$ cat config.mk
export PLATFORM = sky130hd
export DESIGN_NAME = zynq_axi_rd_arbiter
export DESIGN_NICKNAME = d
export VERILOG_FILES = /design/src/rtl/zynq_axi_pkg.sv /design/src/rtl/zynq_axi_rd_arbiter_rr_arbiter.sv /design/src/rtl/zynq_axi_rd_arbiter.sv
export SDC_FILE = /design/constraint.sdc
export NUM_CORES = 1
export LEC_CHECK = 0
export BUFFER_PORTS_ARGS = -buffer_cell sky130_fd_sc_hd__buf_2
export CAP_MARGIN = 0
export CORE_AREA = 2 2 124 126
export DETAILED_ROUTE_END_ITERATION = 16
export DIE_AREA = 0 0 126 128
export GPL_TIMING_DRIVEN = 0
export PLACE_DENSITY = 0.59
export SYNTH_ARGS = -nofsm -noshare
export SYNTH_HDL_FRONTEND = slang
export SYNTH_HIERARCHICAL = 1
export SYNTH_SLANG_ARGS = --single-unit
$ cat constraint.sdc
create_clock -name CLK -period 3.14 [get_ports CLK]
set_clock_uncertainty 0.2 [all_clocks]
set_input_delay 0.157 -clock CLK [delete_from_list [all_inputs] [get_ports CLK]]
set_output_delay 0.157 -clock CLK [all_outputs]
set_load 0.02 [all_outputs]
$ cat src/rtl/zynq_axi_pkg.sv
// Shared AXI constants and types for the MAXI0 read-side arbiter.
package zynq_axi_pkg;

  localparam logic [1:0] BURST_INCR = 2'b01;
  localparam logic [2:0] SIZE_64B   = 3'd3;
  localparam logic [3:0] CACHE_DEF  = 4'b0011;
  localparam int         AXI_ID_W   = 12;
  localparam int         AXI_ADDR_W = 32;
  localparam int         AXI_DATA_W = 64;

  typedef struct packed {
    logic [AXI_ADDR_W-1:0] addr;
    logic [7:0]            len;
    logic [AXI_ID_W-1:0]   id;
  } axi_ar_t;

  typedef enum logic {
    AR_IDLE = 1'b0,
    AR_BUSY = 1'b1
  } ar_state_t;

endpackage

$ cat src/rtl/zynq_axi_rd_arbiter_rr_arbiter.sv
// Round-robin pick: first eligible index at or after ptr, wrapping modulo NUM_REQ.
module rr_arbiter
  import zynq_axi_pkg::*;
#(
  parameter int NUM_REQ = 2,
  parameter int IDX_W   = $clog2(NUM_REQ)
) (
  input  logic [NUM_REQ-1:0] eligible,
  input  logic [IDX_W-1:0]   ptr,
  output logic               gnt_vld,
  output logic [IDX_W-1:0]   gnt_idx
);

  logic [IDX_W-1:0] idx;

  // Scan from the farthest offset down so the closest eligible index wins;
  // NUM_REQ is a power of two, so IDX_W-bit addition wraps naturally.
  always_comb begin
    gnt_vld = 1'b0;
    gnt_idx = '0;
    idx     = '0;
    for (int off = NUM_REQ - 1; off >= 0; off--) begin
      idx = ptr + IDX_W'(off);
      if (eligible[idx]) begin
        gnt_vld = 1'b1;
        gnt_idx = idx;
      end
    end
  end

endmodule

$ cat src/rtl/zynq_axi_rd_arbiter.sv
// Shares the MAXI0 AR/R channels among NUM_REQ read requesters, ARID = requester index.
// Optional performance counters enabled with `define ZYNQ_RD_ARB_PERF_EN.
module zynq_axi_rd_arbiter
  import zynq_axi_pkg::*;
#(
  parameter int NUM_REQ   = 2,
  parameter int IDX_W     = $clog2(NUM_REQ),
  parameter int MAX_OUTST = 4,
  parameter int CNT_W     = 4
) (
  input  logic                  CLK,
  input  logic                  reset,
  input  logic [NUM_REQ*32-1:0] req_araddr,
  input  logic [NUM_REQ*8-1:0]  req_arlen,
  input  logic [NUM_REQ-1:0]    req_arvalid,
  output logic [NUM_REQ-1:0]    req_arready,
  output logic [63:0]           req_rdata,
  output logic                  req_rlast,
  output logic [1:0]            req_rresp,
  output logic [NUM_REQ-1:0]    req_rvalid,
  input  logic [NUM_REQ-1:0]    req_rready,
  output logic [31:0]           m_araddr,
  output logic [7:0]            m_arlen,
  output logic [11:0]           m_arid,
  output logic                  m_arvalid,
  input  logic                  m_arready,
  output logic [2:0]            m_arsize,
  output logic [1:0]            m_arburst,
  output logic [3:0]            m_arcache,
  output logic [2:0]            m_arprot,
  output logic [3:0]            m_arqos,
  output logic [1:0]            m_arlock,
  output logic                  m_aruser,
  output logic [3:0]            m_arregion,
  input  logic [63:0]           m_rdata,
  input  logic                  m_rlast,
  input  logic [1:0]            m_rresp,
  input  logic [11:0]           m_rid,
  input  logic                  m_rvalid,
  output logic                  m_rready,
  output logic                  err_rid
`ifdef ZYNQ_RD_ARB_PERF_EN
  ,
  output logic [NUM_REQ*32-1:0] perf_bursts,
  output logic [31:0]           perf_stall
`endif
);

  ar_state_t        state, state_nxt;
  axi_ar_t          ar_q;
  logic [CNT_W-1:0] cnt [NUM_REQ];
  logic [IDX_W-1:0] rr_ptr;
  logic [NUM_REQ-1:0] eligible;
  logic             gnt_vld;
  logic [IDX_W-1:0] gnt_idx;
  logic             grant;
  logic [IDX_W-1:0] rid_k;
  logic             rid_bad;
  logic             rlast_done;
  logic             underflow;

  always_comb begin
    eligible = '0;
    for (int i = 0; i < NUM_REQ; i++) begin
      eligible[i] = req_arvalid[i] && (cnt[i] < CNT_W'(MAX_OUTST));
    end
  end

  rr_arbiter #(
    .NUM_REQ (NUM_REQ),
    .IDX_W   (IDX_W)
  ) u_rr (
    .eligible (eligible),
    .ptr      (rr_ptr),
    .gnt_vld  (gnt_vld),
    .gnt_idx  (gnt_idx)
  );

  // AR stage: IDLE grants straight into the 1-entry register, BUSY presents it.
  always_comb begin
    state_nxt   = state;
    grant       = 1'b0;
    req_arready = '0;
    case (state)
      AR_IDLE: begin
        if (gnt_vld) begin
          grant                = 1'b1;
          req_arready[gnt_idx] = 1'b1;
          state_nxt            = AR_BUSY;
        end
      end
      AR_BUSY: begin
        if (m_arready) state_nxt = AR_IDLE;
      end
      default: state_nxt = AR_IDLE;
    endcase
  end

  always_ff @(posedge CLK or posedge reset) begin
    if (reset) begin
      state  <= AR_IDLE;
      rr_ptr <= '0;
      ar_q   <= '0;
    end else begin
      state <= state_nxt;
      if (grant) begin
        rr_ptr      <= gnt_idx + 1'b1;
        ar_q.addr   <= req_araddr[gnt_idx*32 +: 32];
        ar_q.len    <= req_arlen[gnt_idx*8 +: 8];
        ar_q.id     <= AXI_ID_W'(gnt_idx);
      end
    end
  end

  assign m_arvalid  = (state == AR_BUSY);
  assign m_araddr   = ar_q.addr;
  assign m_arlen    = ar_q.len;
  assign m_arid     = ar_q.id;
  assign m_arsize   = SIZE_64B;
  assign m_arburst  = BURST_INCR;
  assign m_arcache  = CACHE_DEF;
  assign m_arprot   = '0;
  assign m_arqos    = '0;
  assign m_arlock   = '0;
  assign m_aruser   = 1'b0;
  assign m_arregion = '0;

  // R path: zero-latency steering by the low RID bits; bad upper bits are sunk.
  assign rid_k      = m_rid[IDX_W-1:0];
  assign rid_bad    = |m_rid[AXI_ID_W-1:IDX_W];
  assign req_rvalid = (m_rvalid && !rid_bad) ? (NUM_REQ'(1) << rid_k) : '0;
  assign m_rready   = rid_bad ? 1'b1 : req_rready[rid_k];
  assign req_rdata  = m_rdata;
  assign req_rlast  = m_rlast;
  assign req_rresp  = m_rresp;
  assign rlast_done = m_rvalid && m_rready && m_rlast && !rid_bad;
  assign underflow  = rlast_done && (cnt[rid_k] == '0) && !(grant && (gnt_idx == rid_k));

  always_ff @(posedge CLK or posedge reset) begin
    if (reset) begin
      for (int i = 0; i < NUM_REQ; i++) cnt[i] <= '0;
    end else begin
      for (int i = 0; i < NUM_REQ; i++) begin
        if ((grant && gnt_idx == IDX_W'(i)) && !(rlast_done && rid_k == IDX_W'(i))) begin
          cnt[i] <= cnt[i] + 1'b1;
        end else if (!(grant && gnt_idx == IDX_W'(i)) && (rlast_done && rid_k == IDX_W'(i))
                     && cnt[i] != '0) begin
          cnt[i] <= cnt[i] - 1'b1;
        end
      end
    end
  end

  always_ff @(posedge CLK or posedge reset) begin
    if (reset) begin
      err_rid <= 1'b0;
    end else if ((m_rvalid && rid_bad) || underflow) begin
      err_rid <= 1'b1;
    end
  end

`ifdef ZYNQ_RD_ARB_PERF_EN
  always_ff @(posedge CLK or posedge reset) begin
    if (reset) begin
      perf_bursts <= '0;
      perf_stall  <= '0;
    end else begin
      if (grant) begin
        perf_bursts[gnt_idx*32 +: 32] <= perf_bursts[gnt_idx*32 +: 32] + 32'd1;
      end
      if (m_arvalid && !m_arready) perf_stall <= perf_stall + 32'd1;
    end
  end
`endif

endmodule
Yosys cells after proc, flatten, opt, wreduce, memory -nomap -nowiden
Index checks and enable logic that the tools add are counted.

cells by class
  order comparisons = 8
  multiplexer cells = 27
  equal/unequal tests = 1
  reduce and logical (&&, ||, !) cells = 34
  add/subtract/negate cells = 6
  bitwise logic cells = 4
  shifts and indexed selects = 3

operator list
  cell                                                      count
  variable part select 64 x 7 -> 32 bit                     1
  2-to-1 mux 4 bit                                          7
  logical AND 1 bit                                         21
  variable part select 16 x 5 -> 8 bit                      1
  2-to-1 mux 1 bit                                          15
  OR reduction 11 bit                                       1
  adder 4 x 1 -> 4 bit, second input constant               2
  < comparator 1 x 2 -> 1 bit, second input constant        4
  < comparator 4 x 3 -> 1 bit, second input constant        2
  nonzero test 4 bit                                        2
  subtractor 4 x 1 -> 4 bit, second input constant          2
  zero test 1 bit                                           6
  2-to-1 mux 2 bit                                          3
  zero test 4 bit                                           1
  nonzero test 2 bit                                        2
  NOT 1 bit                                                 3
  adder 1 bit, second input constant                        2
  greater-or-equal comparator 2 bit, second input constant  1
  NOT 1 -> 2 bit                                            1
  one-hot mux 1 bit (2 select lines)                        1
  << shifter 1 x 1 -> 2 bit, first input constant           1
  demux 1 bit (select 1 bit)                                1
  == test 1 bit                                             1
  greater-or-equal comparator 1 bit, second input constant  1
  logical OR 1 bit                                          1

word-level totals
  bits of input ports = 167
  logic and storage cells = 91
  flip-flop bits (word level) = 52

Longest topological paths before layout
  depth after elaboration = 14
  depth in mapped cells = 11
  mapped depth without buffers = 10

Modules after synthesis
The synthesis kept the hierarchy.

by module, submodules not included
  module               cells an instance  instances  area each (µm²)
  zynq_axi_rd_arbiter  353                1          3,404.5
  rr_arbiter           3                  1          17.5

Worst setup path before layout
Ideal clock, no wire load.

  path kind = register to register
  from = register cnt[7] (netlist bit)
  to = register cnt[7] (netlist bit)
  cell stages (with the launch flop) = 12
  setup time = 0.079 ns
  path buffers = 1
  arrival = 2.378 ns
  path slack = 0.483 ns
  cell sequence = dfrtp_1 -> nor3b_1 -> a21boi_1 -> buf_6 -> nor3b_4 -> nand2_1 -> ha_1 -> a21o_1 -> a21oi_1 -> nand2_1 -> o22ai_1 -> xor2_1

on the way
  elaborated cells on any way between the ends = 24
  those cells by class = add/sub: 2; order compare: 1; mux: 12; bitwise: 1; reduce/logical: 8

RTL lines
  item                                                  line                                                    source
  start: declaration                                    zynq_axi_rd_arbiter.sv:51                               logic [CNT_W-1:0] cnt [NUM_REQ];
  start signal: indexed assignment                      zynq_axi_rd_arbiter.sv:145                              cnt[i] <= cnt[i] + 1'b1;
  start signal: indexed assignment                      zynq_axi_rd_arbiter.sv:148                              cnt[i] <= cnt[i] - 1'b1;
  < comparator 4 x 3 -> 1 bit *                         zynq_axi_rd_arbiter.sv:65                               eligible[i] = req_arvalid[i] && (cnt[i] < CNT_W'(MAX_OUTST));
  logical AND 1 bit *                                   zynq_axi_rd_arbiter.sv:65
  named net eligible[0]                                 zynq_axi_rd_arbiter.sv:53                               logic [NUM_REQ-1:0] eligible;
  2-to-1 mux 1 bit (not written as such) (2 in series)  zynq_axi_rd_arbiter_rr_arbiter.sv:24                    if (eligible[idx]) begin
  2-to-1 mux 1 bit                                      zynq_axi_rd_arbiter_rr_arbiter.sv:24
  2-to-1 mux 1 bit *                                    zynq_axi_rd_arbiter_rr_arbiter.sv:24
  named net gnt_idx                                     zynq_axi_rd_arbiter.sv:55                               logic [IDX_W-1:0] gnt_idx;
  NOT 1 bit *                                           zynq_axi_rd_arbiter.sv:144, zynq_axi_rd_arbiter.sv:146
  logical AND 1 bit *                                   zynq_axi_rd_arbiter.sv:144, zynq_axi_rd_arbiter.sv:146
  zero test 1 bit                                       zynq_axi_rd_arbiter.sv:146                              end else if (!(grant && gnt_idx == IDX_W'(i)) && (rlast_done && rid_k == IDX_W'(i))
  logical AND 1 bit                                     zynq_axi_rd_arbiter.sv:146
  logical AND 1 bit                                     zynq_axi_rd_arbiter.sv:147                              && cnt[i] != '0) begin
  nonzero test 2 bit (no source line)                   -

The timed path passes the listed nets; every way through them passes the cells marked *. The select of a mux whose other input is x is not followed.
A chain may end at the register's enable or synchronous reset.

Worst setup path in the final report
  from = register cnt[7] (netlist bit)
  to = register cnt[3] (netlist bit)

on the way
  longest elaborated chain between the ends = 13
  elaborated cells on any way between the ends = 19
  those cells by class = order compare: 1; mux: 11; reduce/logical: 7

RTL lines
  item                                                  line                                                    source
  < comparator 4 x 3 -> 1 bit *                         zynq_axi_rd_arbiter.sv:65
  logical AND 1 bit *                                   zynq_axi_rd_arbiter.sv:65
  named net eligible[0]                                 zynq_axi_rd_arbiter.sv:53
  2-to-1 mux 1 bit (not written as such) (2 in series)  zynq_axi_rd_arbiter_rr_arbiter.sv:24
  2-to-1 mux 1 bit                                      zynq_axi_rd_arbiter_rr_arbiter.sv:24
  2-to-1 mux 1 bit *                                    zynq_axi_rd_arbiter_rr_arbiter.sv:24
  named net gnt_vld                                     zynq_axi_rd_arbiter.sv:54                               logic gnt_vld;
  2-to-1 mux 1 bit *                                    zynq_axi_rd_arbiter.sv:86                               if (gnt_vld) begin
  2-to-1 mux 1 bit *                                    zynq_axi_rd_arbiter.sv:84                               case (state)
  logical AND 1 bit *                                   zynq_axi_rd_arbiter.sv:144, zynq_axi_rd_arbiter.sv:146
  zero test 1 bit                                       zynq_axi_rd_arbiter.sv:146
  logical AND 1 bit                                     zynq_axi_rd_arbiter.sv:146
  logical AND 1 bit                                     zynq_axi_rd_arbiter.sv:147
  nonzero test 2 bit (no source line)                   -

Marks and branches as above.

==> metrics.txt <==
run status complete, no violations; Clock Tree Buf Depth 2; Final #Nets 862; # clock sinks 52; Tot Pwr 4.10 mW; die area 16100 sq um; Die H 128 um; hold_sp req_araddr[43]; Congestion Overflow GR 0; async set or reset register ratio after synthesis 100%; hold slack 0.0146 ns; CTS Buf Count 5; vias per cell 3.95; final hold vios 0; slowest CP cell dfrtp_1; Seq cells post-synth 52; layout cells sized above 1 49.6%; total track usage 12.9%; Die W 126 um; setup TNS 0 ns; Fill cells 1488; CP peak stage delay 0.41 ns; Initial Util 23.0%; RD Place Congestion 0.722; Design Area, Final 5800 sq um; EDFF count, synth 0; post-synthesis sequential area ratio 38.0%; largest net degree at the start of global routing 29; Arr. time, crit path 2.83 ns; initial drt markers 47; I/O pins 316; ANT cells 0; crit-path max FO 10; grt met3 use 3.55%; flop2flop setup slack 0.33 ns; max_cap viols 0; Area Overhead vs Synth 69.5%; worst IR drop on VDD 0.000404 V; Antenna Nets Post-Route 0; prevailing post-synth register cell dfrtp_1; Reg clk slew, reported paths 0.07 ns; Crit. Startpoint cnt[7]$_DFFE_PP0P_; type of the tightest min-delay check primary input to flop; met1 usage 13.2%; first-pass GRT wire length 16500 um; CTS tree yes; synthesized cell area 3420 sq um; vias 3463; power per cell area 706 nW/um^2; worst reg2reg startpoint cnt[7]$_DFFE_PP0P_; wirelength, routed 11000 um; Worst EP required 3.16 ns; H-tree depth 2; Worst-Margin Slew 0.577 ns; worst path cell trace nor3b_2 > or2_1 > nor2b_1 > clkbuf_4 > nand2_1 > a21o_4 > ha_1 > a21o_1 > a21oi_1 > mux2i_1 > xor2_1; Rows 45; Crit. End Element flop; vias in the first global route 3381; routed len/inst 12.5 um; busiest grt layer met2; Max Transition Viols Final 0; Inst Count DP 792; slew margin rel. 61.5%; Port-buffer cells 215; period utilization 89.4%; Final setup viols 0; Clock Latency Late Sink 0.30 ns; hpwl dp 8000 um; YS warnings 6; Synth Instances 356; mean post-synth cell area 9.61 sq um; met2 usage 25.4%; dpl cell area 4870 sq um; initial antenna violation count 0; core area 14900 sq um; Lkg Pwr 2.97 nW; Non-Filler Instances 877; Fmax 356 MHz; Clock Tree Root clkbuf_16; minimum clock period 2.81 ns; post-synthesis cell type count 39; DRC viols 0; critical path type flop to flop; critical path launch point type flop; Pre-Repair DR Iteration Count 4; RSZ-0062 raised after global routing no
==> path summary, 6_finish.rpt <==
check                                           end  depth (start not counted)
setup reg to reg                 cnt[3]$_DFFE_PP0P_                         11
min in group asynchronous        cnt[1]$_DFFE_PP0P_                          3
setup / recovery                 cnt[3]$_DFFE_PP0P_                         11
hold reg to reg                 err_rid$_DFFE_PP0P_                          1
max in group asynchronous  m_araddr[23]$_DFFE_PP0P_                          4
hold / removal             m_araddr[11]$_DFFE_PP0P_                          3
==> cell families (layout without fill, tap and decap cells) <==
family          Yosys count  in the layout  synth area share [%]
flops                    52             52                  38.0
xor+xnor                  6              6                  1.54
simple gates             70             70                  10.3
fa+ha+maj                 6              6                  2.63
buf+inv                 120            421                  24.8
mux                      46             46                  13.9
other cells               2             34                 0.219
compound gates           54             54                  8.63
==> cells in the mapped netlist, types with 2 or more instances <==
cell type	count	area [sq um]
inv_1	4	15.0
conb_1	2	7.51
nand2_1	9	33.8
xor2_1	4	35.0
mux2i_1	42	420
buf_4	102	766
nor3b_1	3	22.5
xnor2_1	2	17.5
ha_1	4	50.1
clkbuf_1	4	15.0
a21oi_1	43	215
dfrtp_1	52	1300
buf_2	5	25.0
buf_1	4	15.0
o21ai_0	3	15.0
nor4_2	2	25.0
nor4_1	2	12.5
and3_1	2	12.5
mux2_4	2	30.0
nor2_1	42	158
fa_1	2	40.0
a21o_1	4	30.0
==> state kept, by name, summed over array words and instances (netlist names) <==
signal     count
m_araddr      32
m_arid         1
cnt            8
rr_ptr         1
m_arlen        8
err_rid        1
m_arvalid      1
==> layout by cell type, fill, tap and decap left out, types with 2 or more instances in the layout <==
| cell | instances |
|---|---|
| buf_2 | 219 |
| buf_4 | 102 |
| dlygate4sd3_1 | 78 |
| dfrtp_1 | 52 |
| a21oi_1 | 43 |
| mux2i_1 | 42 |
| nor2_1 | 42 |
| conb_1 | 34 |
| nand2_1 | 9 |
| clkbuf_1 | 5 |
| clkbuf_16 | 5 |
| buf_1 | 4 |
| xor2_1 | 4 |
| a21o_1 | 4 |
| ha_1 | 4 |
| inv_1 | 3 |
| o21ai_0 | 3 |
| nor4_2 | 2 |
| and3_1 | 2 |
| nor3b_2 | 2 |
| nor4_1 | 2 |
| mux2_4 | 2 |
| xnor2_1 | 2 |
| fa_1 | 2 |
==> worst max-delay path, delay by kind of cell, from the launching register on <==
| kind | cells | cell delay (ns) |
|---|---|---|
| fa+ha+maj | 1 | 0.27 |
| compound gates | 3 | 0.57 |
| flops | 1 | 0.41 |
| simple gates | 4 | 0.66 |
| xor+xnor | 1 | 0.17 |
| mux | 1 | 0.24 |
| buf+inv | 1 | 0.21 |
==> layout make-up <==
type                            instances  area [sq um]  share of cell area [%]
Timing Repair Buffer                  294          1880                    32.4
Multi-Input combinational cell        216          1400                    24.2
Sequential cell                        52          1300                    22.4
Buffer                                116           835                    14.4
Tap cell                              188           235                    4.06
Clock buffer                            6           129                    2.22
Inverter                                4          15.0                   0.259
Clock inverter                          1          5.00                  0.0863
==> what timing repair did <==
action	CTS	global route
hold endpoints to repair	64	0
setup endpoints to repair	0	1
hold buffers	78	0
buffers inserted	0	0
resized for setup	0	3
==> power breakdown <==
part           internal (mW)  switching, mW
registers               1.00          0.209
logic                   1.02           1.33
clock network          0.291          0.246
total                   2.31           1.79
==> layer usage <==
metal	up-vias	routed length [um]
li1	1715	-
met1	1568	3930
met2	172	5970
met3	8	953
met4	0	106
met5	-	0
==> metrics by stage <==
step           util, %  setup WS, ns
2_1_floorplan        -         0.483
3_5_place_dp      32.8         0.184
4_1_cts           38.9         0.165
6_report          39.0         0.333
3_3_place_gp      32.7         0.193
5_1_grt           39.0        0.0572
Note: power is estimated with default switching activity, not from simulation.
